--- src/rtl/rx_sequence.sv ---
// Assembles UART bytes into one ALU command frame: operand A, operand B, control byte.
// Partial frames are dropped on an inter-byte timeout or a UART framing error.
module rx_sequence #(
  parameter int unsigned OPERAND_BYTES  = 2,
  parameter int unsigned TIMEOUT_CYCLES = 10_000_000
) (
  input  logic                       clock,
  input  logic                       reset,
  input  logic [7:0]                 rx_data,
  input  logic                       rx_ready,
  input  logic                       rx_error,
  output logic [8*OPERAND_BYTES-1:0] operand_a,
  output logic [8*OPERAND_BYTES-1:0] operand_b,
  output logic [7:0]                 alu_ctrl,
  output logic                       frame_valid,
  output logic                       timeout_err,
  output logic                       busy,
  output logic [1:0]                 stateID
);

  localparam int unsigned W     = 8 * OPERAND_BYTES;
  localparam int unsigned IDX_W = (OPERAND_BYTES > 1) ? $clog2(OPERAND_BYTES) : 1;
  localparam int unsigned TMR_W = (TIMEOUT_CYCLES > 1) ? $clog2(TIMEOUT_CYCLES) : 1;

  localparam logic [IDX_W-1:0] LAST_IDX = IDX_W'(OPERAND_BYTES - 1);
  localparam logic [TMR_W-1:0] TMR_MAX  = TMR_W'(TIMEOUT_CYCLES - 1);

  localparam logic [1:0] WAIT_OP1   = 2'd0;
  localparam logic [1:0] WAIT_OP2   = 2'd1;
  localparam logic [1:0] WAIT_CMD   = 2'd2;
  localparam logic [1:0] ST_ILLEGAL = 2'd3;

  logic [1:0]       state, state_n;
  logic [IDX_W-1:0] byte_idx, byte_idx_n;
  logic [TMR_W-1:0] timer, timer_n;
  logic [W-1:0]     shadow_a, shadow_a_n;
  logic [W-1:0]     shadow_b, shadow_b_n;
  logic [W-1:0]     operand_a_n, operand_b_n;
  logic [7:0]       alu_ctrl_n;
  logic             frame_valid_n, timeout_err_n, busy_n;

  assign stateID = state;

  // State and output registers
  always_ff @(posedge clock) begin
    if (reset) begin
      state       <= WAIT_OP1;
      byte_idx    <= '0;
      timer       <= '0;
      shadow_a    <= '0;
      shadow_b    <= '0;
      operand_a   <= '0;
      operand_b   <= '0;
      alu_ctrl    <= '0;
      frame_valid <= 1'b0;
      timeout_err <= 1'b0;
      busy        <= 1'b0;
    end else begin
      state       <= state_n;
      byte_idx    <= byte_idx_n;
      timer       <= timer_n;
      shadow_a    <= shadow_a_n;
      shadow_b    <= shadow_b_n;
      operand_a   <= operand_a_n;
      operand_b   <= operand_b_n;
      alu_ctrl    <= alu_ctrl_n;
      frame_valid <= frame_valid_n;
      timeout_err <= timeout_err_n;
      busy        <= busy_n;
    end
  end

  // Next-state: framing error beats a byte, a byte beats the timeout
  always_comb begin
    state_n       = state;
    byte_idx_n    = byte_idx;
    timer_n       = timer;
    shadow_a_n    = shadow_a;
    shadow_b_n    = shadow_b;
    operand_a_n   = operand_a;
    operand_b_n   = operand_b;
    alu_ctrl_n    = alu_ctrl;
    frame_valid_n = 1'b0;
    timeout_err_n = 1'b0;

    if (state == ST_ILLEGAL || rx_error) begin
      state_n    = WAIT_OP1;
      byte_idx_n = '0;
      timer_n    = '0;
    end else if (rx_ready) begin
      timer_n = '0;
      case (state)
        WAIT_OP1: begin
          shadow_a_n[{byte_idx, 3'b000} +: 8] = rx_data;
          if (byte_idx == LAST_IDX) begin
            byte_idx_n = '0;
            state_n    = WAIT_OP2;
          end else begin
            byte_idx_n = byte_idx + IDX_W'(1);
          end
        end
        WAIT_OP2: begin
          shadow_b_n[{byte_idx, 3'b000} +: 8] = rx_data;
          if (byte_idx == LAST_IDX) begin
            byte_idx_n = '0;
            state_n    = WAIT_CMD;
          end else begin
            byte_idx_n = byte_idx + IDX_W'(1);
          end
        end
        WAIT_CMD: begin
          operand_a_n   = shadow_a;
          operand_b_n   = shadow_b;
          alu_ctrl_n    = rx_data;
          frame_valid_n = 1'b1;
          state_n       = WAIT_OP1;
        end
        default: ;
      endcase
    end else if (busy) begin
      if (timer == TMR_MAX) begin
        state_n       = WAIT_OP1;
        byte_idx_n    = '0;
        timer_n       = '0;
        timeout_err_n = 1'b1;
      end else begin
        timer_n = timer + TMR_W'(1);
      end
    end else begin
      timer_n = '0;
    end

    busy_n = (state_n != WAIT_OP1) || (byte_idx_n != '0);
  end

endmodule

--- config.mk ---
export PLATFORM = sky130hd
export DESIGN_NAME = rx_sequence
export DESIGN_NICKNAME = d
export VERILOG_FILES = /design/src/rtl/rx_sequence.sv
export SDC_FILE = /design/constraint.sdc
export NUM_CORES = 1
export LEC_CHECK = 0
export CORE_MARGIN = 5
export CORE_UTILIZATION = 58
export DETAILED_ROUTE_END_ITERATION = 10
export MAX_ROUTING_LAYER = met4
export PLACE_DENSITY = 0.91
export SYNTH_ARGS = -nofsm -noshare
export SYNTH_HDL_FRONTEND = slang
export SYNTH_SLANG_ARGS = --single-unit
--- constraint.sdc ---
create_clock -name clock -period 2.6 [get_ports clock]
set_input_delay 0.52 -clock clock [delete_from_list [all_inputs] [get_ports clock]]
set_output_delay 0.52 -clock clock [all_outputs]
set_load 0.02 [all_outputs]
* Yosys cells after proc, flatten, opt, wreduce, memory -nomap -nowiden
Index checks and enable logic that the tools add are counted. W data, S select, Z words.
Storage, ports and cells: input bits 12, word-level logic and storage cells 51, flip-flop bits (word level) 102
Operators by class: $add $sub $neg 3, mux-type cells 17, bitwise logic cells 3, shifts and indexed selects 2, equal/unequal tests 4, reductions and logical operators 11
Operators with widths (count):
- $bwmux W16 | 2
- $add A24 B1 Y24 const B | 1
- $eq A24 B24 Y1 const B | 1
- $shift A8 B6 Y16 const A | 1
- $shiftx A8 B6 Y16 | 1
- $mux W2 | 6
- $reduce_and A3 Y1 | 3
- $mux W1 | 8
- $neg A4 Y6 | 1
- $pmux W2 S3 | 1
- $reduce_or A5 Y1 | 1
- $eq A2 B2 Y1 const B | 2
- $reduce_or A4 Y1 | 1
- $not A1 Y1 | 3
- $reduce_or A3 Y1 | 1
- $eq A2 B1 Y1 const B | 1
- $logic_not A2 Y1 | 1
- $logic_or A1 B1 Y1 | 2
- $reduce_bool A2 Y1 | 1
- $reduce_or A2 Y1 | 1
- $add A1 B1 Y1 const B | 1

* Longest topological paths before layout
depth after elaboration 7, depth in mapped cells 6

* Worst setup path before layout
Ideal clock, no wire load.
kind reg-to-reg, start point register timer[0], end point register state[1], in the netlist stateID[1], setup time 0.117 ns, cell stages (with the launch flop) 6, required time 2.483 ns, path slack 0.940 ns, arrival 1.543 ns, path through dfxtp_1 > ha_1 > and2_1 > nand2_1 > or3_1 > a32o_1
Between the ends: cells in the longest elaborated chain, start to end 5
Ends and longest elaborated chain:
- start, declared | RTL line 35 | logic [TMR_W-1:0] timer, timer_n;
- start signal, assigned | RTL line 61 | timer <= timer_n;
- $eq A24 B24 Y1 | RTL line 121 | if (timer == TMR_MAX) begin
- $mux W2 | RTL line 121
- $mux W2 | RTL line 120 | end else if (busy) begin
- $mux W2 | RTL line 90 | end else if (rx_ready) begin
- $mux W2 | RTL line 86 | if (state == ST_ILLEGAL || rx_error) begin
- end signal, assigned | RTL line 59 | state <= state_n;
- end, declared | RTL line 33 | logic [1:0] state, state_n;
No other way between the ends. A chain may end at the register's enable or synchronous reset.

* Worst setup path in the final report
start point register state[1], in the netlist stateID[1], end point output stateID[1]
RTL lines:
- end, declared | RTL line 18 | output logic [1:0] stateID
No word-level cell between the ends.

==> results.tsv <==
stage	metric	value	unit
status	outcome	finished clean	
power_and_ir_drop	power_per_cell_area	583	nW/um^2
power_and_ir_drop	power.share.clock	0.408	
sta	minimum_period_implied_by_the_final_worst_setup_slack	2130	ps
yosys	synthDominantAreaCellType	sky130_fd_sc_hd__dfxtp_1	
clock_network	tritoncts.num_buffers	9	
finish	final_net_count	525	
yosys	synth-edff-count	0	
clock_network	post_cts.resized_instances	0	
power_and_ir_drop	sw_power	629	uW
yosys	synth.avg_cell_area	8.67	sq um
finish	drive_gt1_frac	0.0677	
power_and_ir_drop	sequentialPowerShare	0.560	
setup_path	worstSetupEndpointType	output pin	
worst_hold_path	worst_hold_path_type	reg -> reg	
yosys	most_common_cell_in_the_netlist	sky130_fd_sc_hd__dfxtp_1	
global_routing	globalRoute.totalOverflow	0	
clock_network	clk_root_buffer_cell	sky130_fd_sc_hd__clkbuf_8	
die	dieHeight	93.1	um
power_and_ir_drop	cellLeakagePower	1.63	nW
setup_path	cell_with_the_biggest_individual_delay_on_the_critical_path	sky130_fd_sc_hd__clkdlybuf4s50_1	
yosys	ranking_of_synthesized_cells_by_instance_count	102 x sky130_fd_sc_hd__dfxtp_1, 96 x sky130_fd_sc_hd__nand2_1, 61 x sky130_fd_sc_hd__a21oi_1	
clock_network	path_clk_slew	100	ps
sta	timing_max_transition_violations_final	0	
sta	setup_clock_skew_after_layout	8.79	ps
sta	max_clock_freq	0.470	GHz
sta	grt_setup_unrepaired	no	
sta	fin_crit_sh	0.819	
setup_path	timing.critical_path.buf_inv	1	
die	die-width	93.1	um
yosys	synth-async-reset-ratio	0	
yosys	syn-num-nets	475	
detailed_routing	drt-wirelength-per-cell	15.8	um
detailed_routing	drt-pass1-iter-count	5	
sta	hold_violations	0	
setup_path	critical_setup_path_class	reg -> out	
detailed_routing	route.detailed.drc	0	
power_and_ir_drop	vdd.ir_drop.worst	0.288	mV
global_routing	grt_pass1_wl	15300	um
clock_network	numClockSinks	102	
yosys	ys_ff_latch	102	
clock_network	clockBufferDepth	2	
yosys	synth_top_area_frac	0.510	
sta	max_slew.worst_pin.slew	744	ps
setup_path	data_required_time_of_the_critical_path	2080	ps
clock_network	holdBufCountCts	0	
clock_network	clock_tree_from_tritoncts	built	
power_and_ir_drop	switching_share	0.223	
global_routing	initial_antenna_violation_count	0	
detailed_routing	drt-total-wl	9460	um
yosys	synthCells	462	
die	design.core.area	6760	sq um
yosys	synthesis.yosys.warnings	0	
setup_path	critical_path.cell_chain	clkdlybuf4s50_1	
setup_path	critPathMaxFanout	12	
clock_network	htree_levels	3	
finish	num_antenna_cells	0	
place	gp_congestion	0.861	
power_and_ir_drop	comb_power_share	0.032	
detailed_routing	drt_iter0_markers	207	
setup_path	crit_path_start_kind	flip-flop	
run	drv_cap	0	
sta	fin_setup_tns	0	ps
sta	timing.final.setup_violations	0	
yosys	synth.cell_area	4000	sq um
yosys	synth_seq_area_share	0.510	
detailed_routing	via_count	3478	
sta	slew_headroom	0.504	
setup_path	critical_path.top_delay_family	buffers and inverters	
sta	worst_hold_slack	458	ps
detailed_routing	vias_per_cell	5.83	
setup_path	critical_path_s_largest_stage_delay	680	ps
setup_path	arrival	1610	ps
clock_network	post_cts.repair.setup_buffers	0	
place	io_buffer_count	56	
finish	syn2layout_area_growth	20.7	%
die	start_util	0.593	
die	floorplan.rows	30	
place	hpwl	6330	um
global_routing	largest_net_degree_at_the_start_of_global_routing	77	
detailed_routing	route.antenna.remaining_nets	0	
power_and_ir_drop	cell_internal_pwr	2.19	mW
clock_network	insertion_delay	370	ps
finish	fillerInstances	490	
global_routing	groute.usage.overall	0.227	
die	io-pin-count	57	
yosys	synth.area.top_cells	sky130_fd_sc_hd__dfxtp_1 51%, sky130_fd_sc_hd__nand2_1 9.0%, sky130_fd_sc_hd__a21oi_1 7.6%	
die	die_area	8660	sq um
global_routing	vias_in_the_first_global_route	3211	
yosys	dominantRegCellSynth	sky130_fd_sc_hd__dfxtp_1	
yosys	yosysUniqueCellTypes	41	
==> final timing paths <==
path                                    from  cells after the start           end  slack (ps)
worst max-delay path              stateID[1]                      1    stateID[1]         470
worst min-delay path            operand_b[9]                      2  operand_b[9]         460
worst max register to register    stateID[1]                      4   shadow_a[9]         640
worst min register to register  operand_b[9]                      2  operand_b[9]         460
==> stage by stage <==
step | power, mW | utilization | std cells | cell area [sq um] | worst slack, ps
finish | 2.82 | 0.715 | 597 | 4830 | 470
global route | 2.90 | 0.715 | 597 | 4830 | 397
CTS | 2.82 | 0.715 | 597 | 4830 | 473
detailed placement | 1.70 | 0.680 | 581 | 4600 | 243
global placement | 1.70 | 0.680 | 581 | 4600 | 395
floorplan | 1.66 | - | 462 | 4000 | 940
==> kinds of logic after synthesis <==
logic type                 synth area share
AOI/OAI and AO/OA                     0.107
xor gates and xnor gates             0.0241
adders and majority gates           0.00312
buffers and inverters                0.0375
DFF                                   0.510
muxes                                0.0600
and+or+nand+nor                       0.259
==> placed cells by master (no fill, tap or decap), types with 3 or more instances in the layout <==
| cell | n |
|---|---|
| sky130_fd_sc_hd__a21oi_1 | 61 |
| sky130_fd_sc_hd__and2_1 | 4 |
| sky130_fd_sc_hd__buf_4 | 9 |
| sky130_fd_sc_hd__clkbuf_8 | 10 |
| sky130_fd_sc_hd__clkdlybuf4s50_1 | 55 |
| sky130_fd_sc_hd__dfxtp_1 | 102 |
| sky130_fd_sc_hd__inv_1 | 5 |
| sky130_fd_sc_hd__mux2i_1 | 24 |
| sky130_fd_sc_hd__nand2_1 | 96 |
| sky130_fd_sc_hd__nand3_1 | 23 |
| sky130_fd_sc_hd__nand3b_1 | 3 |
| sky130_fd_sc_hd__nand4_1 | 7 |
| sky130_fd_sc_hd__nor2_1 | 42 |
| sky130_fd_sc_hd__nor2b_1 | 4 |
| sky130_fd_sc_hd__nor3_1 | 3 |
| sky130_fd_sc_hd__nor3b_1 | 4 |
| sky130_fd_sc_hd__o21ai_0 | 6 |
| sky130_fd_sc_hd__o31ai_1 | 7 |
| sky130_fd_sc_hd__or3_1 | 4 |
| sky130_fd_sc_hd__or4_1 | 7 |
| sky130_fd_sc_hd__xnor2_1 | 5 |
| sky130_fd_sc_hd__xor2_1 | 6 |
==> flip-flops by register name, summed over array words and instances, names as in the netlist <==
signal / flops
shadow_b: 16
stateID: 2
operand_a: 16
byte_idx: 1
timer: 24
busy: 1
shadow_a: 16
alu_ctrl: 8
operand_b: 16
timeout_err: 1
frame_valid: 1
==> final cells by class <==
cell class	instances	area, sq um	share of cell area
flip-flops and latches	102	2040	0.423
multi-input cells	329	1810	0.375
repair buffers	65	623	0.129
clock buffers	10	138	0.0285
well taps	80	100	0.0207
clock inverters	6	97.6	0.0202
inverters	5	18.8	0.00389
==> metal layers <==
metal	part of all wire	vias up	track usage
met5	0	-	-
met4	0.021	0	0.0965
met3	0.070	16	0.0555
met2	0.51	130	0.373
met1	0.40	1650	0.266
li1	-	1682	-
==> power groups by stage <==
stage / Clock [mW] / Sequential (mW) / Combinational, mW
floorplan: 0 / 1.61 / 0.0431
global placement: 0 / 1.61 / 0.0841
detailed placement: 0 / 1.61 / 0.0868
CTS: 1.16 / 1.58 / 0.0878
global route: 1.22 / 1.58 / 0.0951
finish: 1.15 / 1.58 / 0.0890
No activity file was read; power rests on OpenSTA's default activity.
